===== config.mk =====
export PLATFORM = sky130hd
export DESIGN_NAME = delay_step_sequencer_flat
export DESIGN_NICKNAME = d
export VERILOG_FILES = /design/src/rtl/delay_step_seq_pkg.sv /design/src/rtl/delay_step_sequencer_if.sv /design/src/rtl/delay_step_prefix_sum.sv /design/src/rtl/delay_step_sequencer.sv /design/src/flat_wrapper.sv
export SDC_FILE = /design/constraint.sdc
export NUM_CORES = 1
export LEC_CHECK = 0
export CELL_PAD_IN_SITES_DETAIL_PLACEMENT = 1
export CELL_PAD_IN_SITES_GLOBAL_PLACEMENT = 2
export CORE_ASPECT_RATIO = 0.9
export CORE_MARGIN = 4
export CORE_UTILIZATION = 43
export DETAILED_ROUTE_END_ITERATION = 16
export HOLD_SLACK_MARGIN = 0.15
export PLACE_DENSITY = 0.93
export SETUP_SLACK_MARGIN = 0.02
export SLEW_MARGIN = 20
export SYNTH_ARGS = -nofsm -noshare
export SYNTH_HDL_FRONTEND = slang
export SYNTH_HIERARCHICAL = 1
export SYNTH_SLANG_ARGS = --single-unit

===== constraint.sdc =====
create_clock -name clk -period 6.7 [get_ports clk]
set_input_delay 1.34 -clock clk [delete_from_list [all_inputs] [get_ports clk]]
set_output_delay 1.34 -clock clk [all_outputs]
set_load 0.005 [all_outputs]

===== src/rtl/delay_step_seq_pkg.sv =====
// Shared types and width helper for the delay/step sequencer.
package delay_step_seq_pkg;

    typedef enum logic {
        MODE_SEQ = 1'b0,
        MODE_PAR = 1'b1
    } mode_e;

    typedef enum logic [1:0] {
        IDLE = 2'd0,
        RUN  = 2'd1,
        FIN  = 2'd2
    } state_e;

    // Elapsed/target width: wide enough that a SEQ sum of all delays cannot overflow.
    function automatic int t_width(input int num_steps, input int delay_w);
        return delay_w + $clog2(num_steps) + 1;
    endfunction

endpackage


===== src/rtl/delay_step_sequencer_if.sv =====
// Config/control/result bundle for delay_step_sequencer.
// DELAY_STEP_SEQ_TSTAMP_EN adds the per-step step_time capture bus.
interface delay_step_sequencer_if #(
    parameter int NUM_STEPS = 4,
    parameter int DELAY_W   = 8,
    parameter int DATA_W    = 2
);
    localparam int IDX_W = $clog2(NUM_STEPS);

    logic                        cfg_we;
    logic [IDX_W-1:0]            cfg_idx;
    logic [DELAY_W-1:0]          cfg_delay;
    logic [DATA_W-1:0]           cfg_data;
    logic                        start;
    logic                        mode;
    logic                        abort;
    logic                        busy;
    logic                        done;
    logic [NUM_STEPS-1:0]        step_fire;
    logic [NUM_STEPS-1:0]        fired;
    logic [NUM_STEPS*DATA_W-1:0] out_data;
`ifdef DELAY_STEP_SEQ_TSTAMP_EN
    localparam int T_W = delay_step_seq_pkg::t_width(NUM_STEPS, DELAY_W);
    logic [NUM_STEPS*T_W-1:0]    step_time;
`endif

    modport master (
        output cfg_we, cfg_idx, cfg_delay, cfg_data, start, mode, abort,
        input  busy, done, step_fire, fired, out_data
`ifdef DELAY_STEP_SEQ_TSTAMP_EN
        , input step_time
`endif
    );

    modport slave (
        input  cfg_we, cfg_idx, cfg_delay, cfg_data, start, mode, abort,
        output busy, done, step_fire, fired, out_data
`ifdef DELAY_STEP_SEQ_TSTAMP_EN
        , output step_time
`endif
    );

endinterface


===== src/rtl/delay_step_prefix_sum.sv =====
// Combinational fire-target generator: running sum of delays (SEQ) or the
// delays themselves zero-extended (PAR).
module delay_step_prefix_sum
    import delay_step_seq_pkg::*;
#(
    parameter  int NUM_STEPS = 4,
    parameter  int DELAY_W   = 8,
    localparam int T_W       = t_width(NUM_STEPS, DELAY_W)
) (
    input  logic [NUM_STEPS*DELAY_W-1:0] delays,
    input  mode_e                        mode,
    output logic [NUM_STEPS*T_W-1:0]     targets
);

    logic [T_W-1:0] acc;

    always_comb begin
        acc     = '0;
        targets = '0;
        for (int k = 0; k < NUM_STEPS; k++) begin
            acc = acc + T_W'(delays[k*DELAY_W +: DELAY_W]);
            targets[k*T_W +: T_W] = (mode == MODE_PAR) ? T_W'(delays[k*DELAY_W +: DELAY_W]) : acc;
        end
    end

endmodule


===== src/rtl/delay_step_sequencer.sv =====
// Timed-step engine: applies NUM_STEPS programmed values at programmed offsets
// (SEQ or PAR per run). Optional step_time capture under DELAY_STEP_SEQ_TSTAMP_EN.
module delay_step_sequencer
    import delay_step_seq_pkg::*;
#(
    parameter int NUM_STEPS = 4,
    parameter int DELAY_W   = 8,
    parameter int DATA_W    = 2
) (
    input  logic                   clk,
    input  logic                   rst,
    delay_step_sequencer_if.slave  bus
);
    localparam int IDX_W = $clog2(NUM_STEPS);
    localparam int T_W   = t_width(NUM_STEPS, DELAY_W);

    state_e                      state_reg, state_next;
    logic [T_W-1:0]              elapsed_reg;
    logic [NUM_STEPS*T_W-1:0]    target_reg, target_next;
    logic [NUM_STEPS-1:0]        fired_reg, step_fire_reg, fire_vec;
    logic [NUM_STEPS*DATA_W-1:0] out_data_reg;
    logic [NUM_STEPS*DELAY_W-1:0] delay_mem;
    logic [NUM_STEPS*DATA_W-1:0] data_mem;
`ifdef DELAY_STEP_SEQ_TSTAMP_EN
    logic [NUM_STEPS*T_W-1:0]    step_time_reg;
`endif

    delay_step_prefix_sum #(
        .NUM_STEPS (NUM_STEPS),
        .DELAY_W   (DELAY_W)
    ) u_prefix_sum (
        .delays  (delay_mem),
        .mode    (mode_e'(bus.mode)),
        .targets (target_next)
    );

    // A step fires once, on the edge where elapsed equals its latched target.
    generate
        for (genvar gi = 0; gi < NUM_STEPS; gi++) begin : g_fire
            assign fire_vec[gi] = (state_reg == RUN) && !fired_reg[gi] &&
                                  (elapsed_reg == target_reg[gi*T_W +: T_W]);
        end
    endgenerate

    always_comb begin
        state_next = state_reg;
        case (state_reg)
            IDLE: if (bus.start) state_next = RUN;
            RUN: begin
                if (bus.abort)                       state_next = IDLE;
                else if (&(fired_reg | fire_vec))    state_next = FIN;
            end
            FIN:     state_next = IDLE;
            default: state_next = IDLE;
        endcase
    end

    always_ff @(posedge clk or posedge rst) begin
        if (rst) state_reg <= IDLE;
        else     state_reg <= state_next;
    end

    always_ff @(posedge clk or posedge rst) begin
        if (rst) begin
            elapsed_reg   <= '0;
            target_reg    <= '0;
            fired_reg     <= '0;
            step_fire_reg <= '0;
            out_data_reg  <= '0;
            delay_mem     <= '0;
            data_mem      <= '0;
`ifdef DELAY_STEP_SEQ_TSTAMP_EN
            step_time_reg <= '0;
`endif
        end else begin
            step_fire_reg <= fire_vec;
            if (state_reg == IDLE) begin
                // Index compare per slot drops out-of-range cfg_idx naturally.
                if (bus.cfg_we) begin
                    for (int k = 0; k < NUM_STEPS; k++) begin
                        if (bus.cfg_idx == IDX_W'(k)) begin
                            delay_mem[k*DELAY_W +: DELAY_W] <= bus.cfg_delay;
                            data_mem[k*DATA_W +: DATA_W]    <= bus.cfg_data;
                        end
                    end
                end
                if (bus.start) begin
                    target_reg  <= target_next;
                    elapsed_reg <= '0;
                    fired_reg   <= '0;
                end
            end
            // Fires still land on an abort edge; only the FSM ignores them.
            if (state_reg == RUN) begin
                elapsed_reg <= elapsed_reg + T_W'(1);
                fired_reg   <= fired_reg | fire_vec;
                for (int k = 0; k < NUM_STEPS; k++) begin
                    if (fire_vec[k]) begin
                        out_data_reg[k*DATA_W +: DATA_W] <= data_mem[k*DATA_W +: DATA_W];
`ifdef DELAY_STEP_SEQ_TSTAMP_EN
                        step_time_reg[k*T_W +: T_W] <= elapsed_reg + T_W'(1);
`endif
                    end
                end
            end
        end
    end

    assign bus.busy      = (state_reg == RUN);
    assign bus.done      = (state_reg == FIN);
    assign bus.step_fire = step_fire_reg;
    assign bus.fired     = fired_reg;
    assign bus.out_data  = out_data_reg;
`ifdef DELAY_STEP_SEQ_TSTAMP_EN
    assign bus.step_time = step_time_reg;
`endif

endmodule


===== src/flat_wrapper.sv =====
// flat-port wrapper written by rule: the top's interface ports become plain ports
module delay_step_sequencer_flat import delay_step_seq_pkg::*;
#(
    parameter int NUM_STEPS = 4,
    parameter int DELAY_W   = 8,
    parameter int DATA_W    = 2
)
  (clk, rst, bus_cfg_we, bus_cfg_idx, bus_cfg_delay, bus_cfg_data, bus_start, bus_mode, bus_abort, bus_busy, bus_done, bus_step_fire, bus_fired, bus_out_data);
  delay_step_sequencer_if #(.NUM_STEPS(NUM_STEPS), .DELAY_W(DELAY_W), .DATA_W(DATA_W)) bus_i ();
  input  logic clk;
  input  logic rst;
  input wire logic [$bits(bus_i.cfg_we)-1:0] bus_cfg_we;
  input wire logic [$bits(bus_i.cfg_idx)-1:0] bus_cfg_idx;
  input wire logic [$bits(bus_i.cfg_delay)-1:0] bus_cfg_delay;
  input wire logic [$bits(bus_i.cfg_data)-1:0] bus_cfg_data;
  input wire logic [$bits(bus_i.start)-1:0] bus_start;
  input wire logic [$bits(bus_i.mode)-1:0] bus_mode;
  input wire logic [$bits(bus_i.abort)-1:0] bus_abort;
  output wire logic [$bits(bus_i.busy)-1:0] bus_busy;
  output wire logic [$bits(bus_i.done)-1:0] bus_done;
  output wire logic [$bits(bus_i.step_fire)-1:0] bus_step_fire;
  output wire logic [$bits(bus_i.fired)-1:0] bus_fired;
  output wire logic [$bits(bus_i.out_data)-1:0] bus_out_data;
  assign bus_i.cfg_we = bus_cfg_we;
  assign bus_i.cfg_idx = bus_cfg_idx;
  assign bus_i.cfg_delay = bus_cfg_delay;
  assign bus_i.cfg_data = bus_cfg_data;
  assign bus_i.start = bus_start;
  assign bus_i.mode = bus_mode;
  assign bus_i.abort = bus_abort;
  assign bus_busy = bus_i.busy;
  assign bus_done = bus_i.done;
  assign bus_step_fire = bus_i.step_fire;
  assign bus_fired = bus_i.fired;
  assign bus_out_data = bus_i.out_data;
  delay_step_sequencer #(.NUM_STEPS(NUM_STEPS), .DELAY_W(DELAY_W), .DATA_W(DATA_W)) u_core (.clk(clk), .rst(rst), .bus(bus_i));
endmodule

# Word level (Yosys, flattened, before mapping)
# Index checks and enable logic that the tools add are counted.
# classes
n_addsub	4
n_mul	0
div_mod_pow	0
n_lt_le_gt_ge	0
n_eq_ne	11
n_shift	0
mux	13
n_bitwise	1
reduce_logical	28
# op_table
operator	count
11-bit two-way mux	5
11-bit == test	3
2-bit AND reduction	7
4-bit two-way mux	3
3-bit AND reduction	4
10-bit by 8-bit adder with 11-bit output	1
11-bit by 1-bit adder with 11-bit output (second input constant)	1
11-bit by 8-bit == test with 1-bit output	1
9-bit by 8-bit adder with 10-bit output	1
8-bit by 8-bit adder with 9-bit output	1
9-bit two-way mux	1
1-bit logical AND	8
2-bit == test (second input constant)	3
2-bit two-way mux	3
2-bit by 1-bit == test with 1-bit output (second input constant)	2
1-bit zero test	4
2-bit zero test	2
4-bit OR	1
2-bit one-hot mux with 2 select lines	1
4-bit AND reduction	1
2-bit nonzero test	2
3-bit by 2-bit inequality test with 1-bit output (second input constant)	1
2-bit inequality test (second input constant)	1
# totals
ff_bits	110
latch_bits	0
ramBits	0
romBits	0
n_memories	0

# Longest topological paths before layout
# Gate-level depths: netlist (run 1).
# logic_depth
ltp_word	8
ltp_mapped	21
mapped_depth_nobuf	21

# By module
# Netlist (run 1), hierarchy kept.
# modules_own_cells
mod	instances	cells_each	area_each_um2	seq_area_each_um2
delay_step_sequencer	1	446	4927.2	2827.7
delay_step_prefix_sum	1	182	1458.9	0.0

# Worst setup path after synthesis (run 1)
# OpenSTA, ideal clock, no wires.
# synth_path
path_type	register -> register
from	register u_core.delay_mem[0]
to	register u_core.target_reg[42]
arrival_ns	4.016
path_slack_ns	2.619
path_stages_with_launch	22
path_cell_list	dfrtp_1 -> ha_1 -> fa_1 -> a21oi_1 -> nor2_1 -> nor2_1 -> xnor2_1 -> ha_1 -> o21a_1 -> o31a_2 -> o21ai_0 -> nand2b_1 -> xor2_1 -> ha_1 -> or4_4 -> or2_0 -> o221a_1 -> a21o_1 -> a21o_1 -> a21oi_2 -> nand2_1 -> nand2_1
# synth_between
elab_chain_len	4
# synth_rtl
element	line_no	rtl
start, declared	delay_step_sequencer.sv:22	logic [NUM_STEPS*DELAY_W-1:0] delay_mem;
start signal, assigned by index	delay_step_sequencer.sv:82	delay_mem[k*DELAY_W +: DELAY_W] <= bus.cfg_delay;
8-bit by 8-bit adder with 9-bit output	delay_step_prefix_sum.sv:21	acc = acc + T_W'(delays[k*DELAY_W +: DELAY_W]);
9-bit by 8-bit adder with 10-bit output	delay_step_prefix_sum.sv:21	
10-bit by 8-bit adder with 11-bit output	delay_step_prefix_sum.sv:21	
11-bit two-way mux	delay_step_prefix_sum.sv:22	targets[k*T_W +: T_W] = (mode == MODE_PAR) ? T_W'(delays[k*DELAY_W +: DELAY_W]) : acc;
net u_core.target_next[42]	delay_step_sequencer.sv:19	logic [NUM_STEPS*T_W-1:0] target_reg, target_next;
end signal, assigned	delay_step_sequencer.sv:88	target_reg <= target_next;
end, declared	delay_step_sequencer.sv:19	
# The timed path passes the listed nets, and every way through them passes these cells.
# A chain may end at the register's enable or synchronous reset.

# Worst setup path in the final report (run 1)
# Ends and elaborated chain as after synthesis.

==> results of run 1 <==
-- final cells by class --
class                           count  share of cell area (%)
Clock buffer                       18                   5.836
Clock inverter                     14                   1.804
Inverter                           13                  0.7317
Multi-Input combinational cell    467                   44.61
Sequential cell                   113                   38.45
Tap cell                          193                   3.284
Timing Repair Buffer               40                   5.275
-- critical path, cell delays in order, from the launching register on --
cell	delay, ns
dfrtp_1	0.40
ha_1	0.24
fa_1	0.44
a21oi_1	0.18
nor2_1	0.05
nor2_1	0.12
xnor2_1	0.15
ha_1	0.31
o21a_1	0.14
o31a_2	0.13
o21ai_0	0.23
nand2b_1	0.10
xor2_1	0.16
ha_1	0.21
or4_4	0.49
or2_0	0.21
o221a_1	0.25
a21o_1	0.17
a21o_1	0.18
a21oi_2	0.12
nand2_1	0.06
nand2_1	0.07
-- cells by family (layout without fill, tap and decap cells) --
logic type | count (synthesis) | after routing | synth area share (%)
xor+xnor | 61 | 61 | 8.601
flops | 113 | 113 | 44.28
buf+inv | 53 | 85 | 4.643
compound gates | 81 | 81 | 8.934
mux | 67 | 67 | 11.79
other cells | 1 | 6 | 0.05872
simple gates | 224 | 224 | 15.85
fa+ha+maj | 28 | 28 | 5.839
-- routing by layer --
metal / track usage (%) / wire (um) / vias to the layer above
met5: 0 / 0 / -
met4: 7.431 / 257 / 0
met3: 4.321 / 569 / 19
met2: 36.55 / 8275 / 79
met1: 28.47 / 7776 / 2417
li1: - / - / 2182
-- report_power, final --
| part | switching (mW) | leakage [nW] | internal (mW) | total, mW |
|---|---|---|---|---|
| Combinational | 1.28 | 1.57 | 1.10 | 2.38 |
| Sequential | 0.199 | 1.43 | 0.888 | 1.09 |
| Clock | 0.343 | 0.268 | 0.514 | 0.857 |
-- worst max path at each step --
stage | from | end | slack (ns) | cells past startpoint
2_1_floorplan | rst | u_core/bus.fired[0] | 2.37 | 1
3_3_place_gp | u_core/delay_mem[0] | u_core/target_reg[42] | 2.40 | 21
3_5_place_dp | u_core/delay_mem[0] | u_core/target_reg[42] | 2.28 | 21
4_1_cts | u_core/delay_mem[0] | u_core/target_reg[42] | 2.24 | 21
5_1_grt | u_core/delay_mem[0] | u_core/target_reg[42] | 1.94 | 21
6_report | u_core/delay_mem[0] | u_core/target_reg[42] | 2.23 | 21
-- cell usage after synthesis, types with 5 or more instances --
cell | n | area (um2)
a21o_1 | 8 | 60.06
a21oi_1 | 12 | 60.06
buf_2 | 11 | 55.05
buf_4 | 15 | 112.6
clkbuf_1 | 9 | 33.78
dfrtp_1 | 113 | 2828
ha_1 | 25 | 312.8
inv_1 | 12 | 45.04
mux2_2 | 66 | 743.2
nand2_1 | 150 | 563.0
nand3_1 | 6 | 30.03
nand4_1 | 15 | 93.84
nor2_1 | 21 | 78.83
nor3_1 | 6 | 30.03
o211ai_1 | 5 | 37.54
o21ai_0 | 19 | 95.09
o21bai_1 | 6 | 45.04
o31ai_1 | 6 | 45.04
xnor2_1 | 53 | 464.2
xor2_1 | 6 | 52.55
-- stage by stage --
stage	cells	hold slack, ns	power [mW]	utilization [%]	cell area (um2)
CTS	858	0.5028	4.318	51.56	7353
finish	858	0.4957	4.322	51.56	7353
detailed placement	826	0.4901	3.416	47.62	6792
global placement	826	0.4826	3.303	47.62	6792
floorplan	633	0.4665	2.862	-	6405
global route	858	0.5193	4.642	51.56	7353
-- cells in the final DEF, fill, tap and decap left out, drive strengths merged, types with 3 or more instances in the layout --
master         synthesis  routed
nor3                   7       7
dfrtp                113     113
ha                    25      25
conb                   1       6
o31ai                  6       6
xnor2                 55      55
a211o                  3       3
xor2                   6       6
nand3                  6       6
nor3b                  3       3
clkdlybuf4s50          0      35
o21a                   4       4
a211oi                 4       4
inv                   13      17
clkinv                 0       6
clkbuf                10      18
o31a                   5       5
clkinvlp               0       3
a21o                   8       8
nand4                 16      16
o211ai                 5       5
mux2                  66      66
nand2                150     150
a21oi                 13      13
fa                     3       3
buf                   30       5
nor4                   5       5
nor2                  21      21
nand2b                 4       4
o21bai                 6       6
a22o                   3       3
o21ai                 19      19
==> flow_metrics.tcl, run 1 <==
set metrics [dict create \
    dieArea_um2 16870 \
    finalHoldViolations 0 \
    drt_wl_total_mm 16.88 \
    dr_total_vias 4697 \
    cts_max_level 4 \
    avgSynthCellArea_um2 10.17 \
    period_minus_slack_ns 4.466 \
    clk_pin_slew_ns 0.06 \
    postCtsSetupBuffers 0 \
    worstHoldStart "u_core/bus.fired[2]" \
    first_pass_iters 4 \
    wl_per_cell_um 19.67 \
    die_x_um 136.5 \
    drv_slew 0 \
    ys_warn_count 6 \
    vdd_ir_drop_max_mv 0.3177 \
    initial_core_util_pct 44.78 \
    p_per_area_nw_per_um2 587.7 \
    worstHoldPathCells 1 \
    start_kind "register" \
    setup-violations-final 0 \
    max_freq_mhz 223.9 \
    crit_arrival_ns 4.82 \
    multiInputGateArea_um2 3281 \
    drt_iter0_drc 225 \
    hold_end "u_core/bus.step_fire[2]" \
    io_pins 36 \
    seq_area_frac_synth_pct 44.28 \
    nets 698 \
    async_flop_share_pct 100.0 \
    worst_slack_ns 2.234 \
    grt-ovfl-total 0 \
    fin_tns_setup_ns 0 \
    cts_buffers 17 \
    fillers 1580 \
    seq_area_um2 2828 \
    ctsHoldBuffers 0 \
    place_congestion 0.8515 \
    critPathMaxFanout 4 \
    synth_edf_count 0 \
    dpl_worst_slack_ns 2.277 \
    viasPerCell 5.474 \
    tightest_slew_ns 1.141 \
    crit_required_ns 7.05 \
    drc 0 \
    ctsLongestPathBuffers 2 \
    portBuffers 35 \
    min_period_over_period_pct 66.66 \
    p_leak_nw 3.265 \
    reg2reg_from "u_core/delay_mem[0]" \
    ant_nets 0 \
    cts_tree "built" \
    synth.distinct_cells 60 \
    grt_max_degree 76 \
    r2r-end "u_core/target_reg[42]" \
    grt.total_usage_pct 21.82 \
    outcome "completed" \
    largest_reg_flops 44 \
    worstHoldPathType "register to register" \
    r2r_slack_ns 2.23 \
    grt_pass1_vias 5132 \
    synthCells 628 \
    cts-resized-gates 0 \
    critical_path_class "register to register" \
    row_count 41 \
    endpoint_kind "register" \
    rsz0062_at_grt "false" \
    synth_ff_type "dfrtp_1" \
    grt_pass1_wl_mm 27.79 \
    cap_violations 0 \
    numClockSinks 113 \
    cts-root-buf "clkbuf_16" \
    syn2layout_area_growth_pct 15.14 \
    max_slew_margin_pct 23.22 \
    die_y_um 123.6 \
    syn_area_um2 6386 \
    finClkSkew_ns 0.01039 \
    core-area_um2 14260 \
    post-dp-hpwl_mm 12.19 \
    reg2regPathDepth 21 \
    num_antenna_cells 0 \
    synth-seq-cells 113 \
    antenna_found_initial 0 \
    drive_gt1_share_pct 18.35 \
    clock_latency_ns 0.42 \
]
Note: power is estimated with default switching activity, not from simulation.
==> inputs of run 2 (changes only) <==
--- a/config.mk
+++ b/config.mk
@@ -9,10 +9,10 @@
 export CELL_PAD_IN_SITES_GLOBAL_PLACEMENT = 2
 export CORE_ASPECT_RATIO = 0.9
 export CORE_MARGIN = 4
-export CORE_UTILIZATION = 43
+export CORE_UTILIZATION = 36
 export DETAILED_ROUTE_END_ITERATION = 16
 export HOLD_SLACK_MARGIN = 0.15
-export PLACE_DENSITY = 0.93
+export PLACE_DENSITY = 0.84
 export SETUP_SLACK_MARGIN = 0.02
 export SLEW_MARGIN = 20
 export SYNTH_ARGS = -nofsm -noshare
==> constraint.sdc (replaced) <==
create_clock -name clk -period 3.65 [get_ports clk]
set_input_delay 0.73 -clock clk [delete_from_list [all_inputs] [get_ports clk]]
set_output_delay 0.73 -clock clk [all_outputs]
set_load 0.005 [all_outputs]
==> run 2 against run 1 <==
Against the previous run:
- the run now ends with setup timing left
- critical path type unchanged
- fmax increased by 8.5%
- via count is 4.9% higher
- highest routed layer unchanged
- worst setup slack worse by 2.7 ns
- sequential share of layout area is 3.4 points lower
- clock power is 110% higher
- final cell count increased by 12%
==> flow_metrics.tcl, run 2 (same netlist as run 1, synthesis figures left out) <==
set metrics [dict create \
    outcome "finished with violations" \
    violations "setup timing" \
    ctsHoldBuffers 0 \
    max_slew_margin_pct 37.70 \
    critPathMaxFanout 3 \
    layout_commonest_cell "nand2_1" \
    worstHoldPathType "register to register" \
    final_util_pct 47.13 \
    io_pins 36 \
    slowest_stage "or4_4" \
    worst_slack_ns -0.4664 \
    grt.total_usage_pct 19.39 \
    drive_gt1_share_pct 27.98 \
    clock_latency_ns 0.41 \
    viasPerCell 5.148 \
    largest_reg_flops 44 \
    routed-wl-met3_um 942 \
    start_kind "register" \
    dp_cells 913 \
    clk_pin_slew_ns 0.05 \
    endpoint_kind "register" \
    max_freq_mhz 242.9 \
    totalPowerFinal_mw 9.813 \
    grt_pass1_wl_mm 29.84 \
    final_cell_count_no_fill 957 \
    path_cells "ha_2, fa_2, a21oi_2, nor2_1, nor2_1, xnor2_1, ha_1, o21a_1, o31a_2, o21ai_2, nand2b_1, xor2_1, ha_2, or4_4, or2_0, o221a_1, a21o_1, a21o_1, a21oi_2, nand2_1, nand2_1" \
    vdd_ir_drop_max_mv 0.6327 \
    tightest_slew_ns 0.9274 \
    first_pass_iters 4 \
    crit_start "u_core/delay_mem[0]" \
    dieArea_um2 19940 \
    ctsLongestPathBuffers 2 \
    syn2layout_area_growth_pct 26.33 \
    period_minus_slack_ns 4.116 \
    rsz0062_at_grt "true" \
    path_delay_family "compound AO/OA/AOI/OAI gates" \
    initial_core_util_pct 37.31 \
    crit_required_ns 4.00 \
    dr_total_vias 4927 \
    portBuffers 35 \
    cts_tree "built" \
    post-dp-hpwl_mm 12.77 \
    grt_max_degree 114 \
    drt_iter0_drc 319 \
    critPathBufInv 0 \
    antenna_found_initial 0 \
    cap_violations 0 \
    drc 0 \
    fin_tns_setup_ns -0.7600 \
    drv_slew 0 \
    seq_area_um2 2828 \
    finalHoldViolations 0 \
    multiInputGateArea_um2 3428 \
    finClkSkew_ns 0.006608 \
    drt_wl_total_mm 18.47 \
    numClockSinks 113 \
    critical_path_class "register to register" \
    row_count 45 \
    die_x_um 148.4 \
    setup-violations-final 4 \
    min_period_over_period_pct 112.8 \
    place_congestion 0.8805 \
    cpPeakStageDelay_ns 0.48 \
    p_per_area_nw_per_um2 1216 \
    core-area_um2 17120 \
    fillers 1909 \
    wl_met1_mm 8.415 \
    top_layer_used "met4" \
    reg2reg_from "u_core/delay_mem[0]" \
    mostFrequentLayoutCells "150 x nand2_1, 113 x dfrtp_1, 66 x mux2_2" \
    crit_arrival_ns 4.46 \
    cts_buffers 17 \
    wl_met2_mm 8.774 \
    num_antenna_cells 0 \
    cts-root-buf "clkbuf_16" \
    p_leak_nw 3.605 \
    nets 755 \
    ant_nets 0 \
    grt_pass1_vias 5415 \
    cts_max_level 4 \
    worstHoldStart "u_core/bus.fired[2]" \
    die_y_um 134.4 \
    grt-ovfl-total 0 \
    wl_per_cell_um 19.30 \
]
## run 2: layout make-up
cell class / instances / area share, %
inverter: 13 / 0.6824
tap: 235 / 3.645
clock inverter: 10 / 1.939
multi-input combinational: 467 / 42.49
timing repair buffer: 97 / 10.31
clock buffer: 22 / 5.878
sequential: 113 / 35.05
## run 2: timing repair
item / in CTS / in global routing
endpoints found under the hold margin: 0 / 0
gates resized for setup: 17 / 13
endpoints found under the setup margin: 5 / 6
pin swaps: 13 / 9
setup buffers: 9 / 3
## run 2: path summary, 6_finish.rpt
check | depth (start not counted) | slack, ns | endpoint
setup / recovery | 21 | -0.47 | u_core/target_reg[42]
hold / removal | 1 | 0.49 | u_core/bus.step_fire[2]
setup reg to reg | 21 | -0.47 | u_core/target_reg[42]
hold reg to reg | 1 | 0.49 | u_core/bus.step_fire[2]
max in group asynchronous | 3 | 2.33 | u_core/delay_mem[22]
min in group asynchronous | 3 | 0.83 | u_core/target_reg[43]
## run 2: worst reg2reg max path: stages, from the launching register on
cell      delay (ns)
dfrtp_1         0.39
ha_2            0.19
fa_2            0.38
a21oi_2         0.17
nor2_1          0.06
nor2_1          0.11
xnor2_1         0.15
ha_1            0.29
o21a_1          0.12
o31a_2          0.12
o21ai_2         0.15
nand2b_1        0.09
xor2_1          0.16
ha_2            0.18
or4_4           0.48
or2_0           0.22
o221a_1         0.22
a21o_1          0.16
a21o_1          0.18
a21oi_2         0.12
nand2_1         0.05
nand2_1         0.07
## run 2: metrics by stage
stage          setup slack, ns  cell area (um2)  hold slack [ns]
2_1_floorplan          -0.2709             6424           0.4665
3_3_place_gp           -0.4312             7211           0.4790
3_5_place_dp           -0.6044             7211           0.4838
4_1_cts                -0.4264             7988           0.4924
5_1_grt                -0.6787             8068           0.5226
6_report               -0.4664             8068           0.4872
## run 2: power breakdown
part	internal [mW]	total (mW)	switching (mW)
clock	1.19	1.77	0.581
combinational	3.15	6.05	2.90
sequential	1.63	1.99	0.355
total	5.98	9.81	3.84
## run 2: per-layer routing
metal | vias up | GRT usage (%)
li1 | 2301 | -
met5 | - | 0
met1 | 2492 | 26.18
met4 | 0 | 6.106
met2 | 109 | 31.19
met3 | 25 | 4.291
==> inputs of run 3 (changes only) <==
--- a/config.mk
+++ b/config.mk
@@ -11,6 +11,7 @@
 export CORE_MARGIN = 4
 export CORE_UTILIZATION = 36
 export DETAILED_ROUTE_END_ITERATION = 16
+export GPL_TIMING_DRIVEN = 0
 export HOLD_SLACK_MARGIN = 0.15
 export PLACE_DENSITY = 0.84
 export SETUP_SLACK_MARGIN = 0.02
==> run 3 against run 2 <==
Against the previous run:
- the run still ends with setup timing left
- count of clock-buffer cells in the layout is 5 lower
- clock skew hardly changed
- flip-flop and latch count stayed put
- critical path depth is 2 lower
- global-route usage hardly changed
- design area is 1.5% higher
- routed wire length is 2.2% higher
- first-iteration DRC count is 23% lower
- final cell count stayed put
- hold slack better by 0.014 ns
- die area stayed put
- critical path type unchanged
==> flow_metrics.tcl, run 3 (same netlist as run 1, synthesis figures left out) <==
set metrics [dict create \
    crit_required_ns 4.00 \
    core-area_um2 17120 \
    tightest_slew_ns 0.9947 \
    crit_arrival_ns 4.65 \
    drv_slew 0 \
    slowest_stage "or4_4" \
    drive_gt1_share_pct 29.36 \
    endpoint_kind "register" \
    row_count 45 \
    drt_wl_total_mm 18.89 \
    cts-root-buf "clkbuf_16" \
    largest_reg_flops 44 \
    viasPerCell 5.074 \
    grt.total_usage_pct 19.42 \
    critPathBufInv 0 \
    seq_area_um2 2829 \
    multiInputGateArea_um2 3623 \
    antenna_found_initial 0 \
    final_util_pct 47.84 \
    max_freq_mhz 232.3 \
    violations "setup timing" \
    cts_max_level 4 \
    dieArea_um2 19940 \
    post-dp-hpwl_mm 13.65 \
    die_x_um 148.4 \
    num_antenna_cells 0 \
    period_minus_slack_ns 4.305 \
    syn2layout_area_growth_pct 28.21 \
    rsz0062_at_grt "true" \
    setup-violations-final 3 \
    min_period_over_period_pct 117.9 \
    finClkSkew_ns 0.006881 \
    drt_iter0_drc 246 \
    top_layer_used "met4" \
    worst_slack_ns -0.6547 \
    grt_pass1_vias 5422 \
    wl_met2_mm 9.216 \
    clk_pin_slew_ns 0.06 \
    dr_total_vias 4856 \
    path_cells "ha_1, a21o_1, a21oi_4, xnor2_2, ha_1, o21a_4, a211oi_2, o21bai_1, a21o_1, xor2_1, ha_2, or4_4, or2_0, o221a_1, a21o_1, a21o_1, a21oi_2, nand2_1, nand2_1" \
    wl_met1_mm 8.819 \
    holdWs_ns 0.5008 \
    ctsLongestPathBuffers 2 \
    worstHoldPathType "register to register" \
    outcome "finished with violations" \
    initial_core_util_pct 37.31 \
    grt-ovfl-total 0 \
    path_delay_family "compound AO/OA/AOI/OAI gates" \
    cts_buffers 17 \
    routed-wl-met3_um 593 \
    path_common_cell "a21o_1" \
    dpl_worst_slack_ns -0.8582 \
    layout_commonest_cell "nand2_1" \
    critical_path_class "register to register" \
    grt_max_degree 39 \
    portBuffers 34 \
    fillers 1909 \
    dp_cells 905 \
    max_slew_margin_pct 33.08 \
    mostFrequentLayoutCells "150 x nand2_1, 112 x dfrtp_1, 66 x mux2_2" \
    ctsHoldBuffers 0 \
    drc 0 \
    first_pass_iters 6 \
    ant_nets 0 \
    start_kind "register" \
    critPathMaxFanout 4 \
    cap_violations 0 \
    grt_pass1_wl_mm 29.88 \
    finalHoldViolations 0 \
    io_pins 36 \
    cts_tree "built" \
    nets 755 \
    wl_per_cell_um 19.73 \
    die_y_um 134.4 \
    place_congestion 0.8628 \
    cpPeakStageDelay_ns 0.48 \
    numClockSinks 113 \
    final_cell_count_no_fill 957 \
    clock_latency_ns 0.41 \
]
-- run 3: changes by cell type in the layout (fill, tap and decap cells not counted), sizes merged --
cell,delta
clkinv,+1
clkinvlp,+2
buf,-9
clkdlybuf4s50,-1
bufinv,-2
clkbuf,+5
inv,+4
-- run 3: area by class of cell --
cell class	count	area share, %
multi-input cells	467	44.25
inverters	13	0.7029
flip-flops and latches	113	34.55
repair buffers	57	6.770
well taps	235	3.591
plain buffers	40	2.995
clock buffers	17	5.196
clock inverters	15	1.941
-- run 3: what timing repair did --
action / in CTS / in global routing
setup buffers: 11 / 10
setup endpoints to repair: 5 / 7
pin swaps: 19 / 37
gates resized for setup: 27 / 33
hold endpoints to repair: 0 / 0
-- run 3: worst paths after layout --
kind	startpoint	end	slack, ns	cells after the start
setup / recovery	u_core/delay_mem[9]	u_core/target_reg[42]	-0.65	19
hold / removal	u_core/target_reg[31]	u_core/target_reg[31]	0.50	2
setup reg to reg	u_core/delay_mem[9]	u_core/target_reg[42]	-0.65	19
hold reg to reg	u_core/target_reg[31]	u_core/target_reg[31]	0.50	2
max in group asynchronous	rst	u_core/delay_mem[9]	2.14	4
min in group asynchronous	rst	u_core/elapsed_reg[5]	0.71	2
-- run 3: worst reg2reg max path: cells and delay by family, from the launching register on --
family / cells / cell delay, ns
xor gates and xnor gates: 2 / 0.34
and+or+nand+nor: 4 / 0.85
DFF: 1 / 0.43
AOI/OAI and AO/OA: 10 / 1.82
adders and majority gates: 3 / 0.82
-- run 3: routing by layer --
| layer | global-route usage, % | vias up |
|---|---|---|
| met3 | 4.189 | 22 |
| met2 | 32.31 | 74 |
| li1 | - | 2292 |
| met1 | 25.58 | 2468 |
| met4 | 5.695 | 0 |
| met5 | 0 | - |
-- run 3: stage by stage --
stage | setup TNS, ns | cell area, um2
floorplan | -0.2709 | 6424
global placement | -1.086 | 7058
detailed placement | -1.848 | 7118
CTS | -1.092 | 7920
global route | -1.616 | 8188
finish | -1.050 | 8188
Power of run 3 is not shown: default switching activity piles up to over one toggle a cycle in this logic, so the estimate is an artifact.
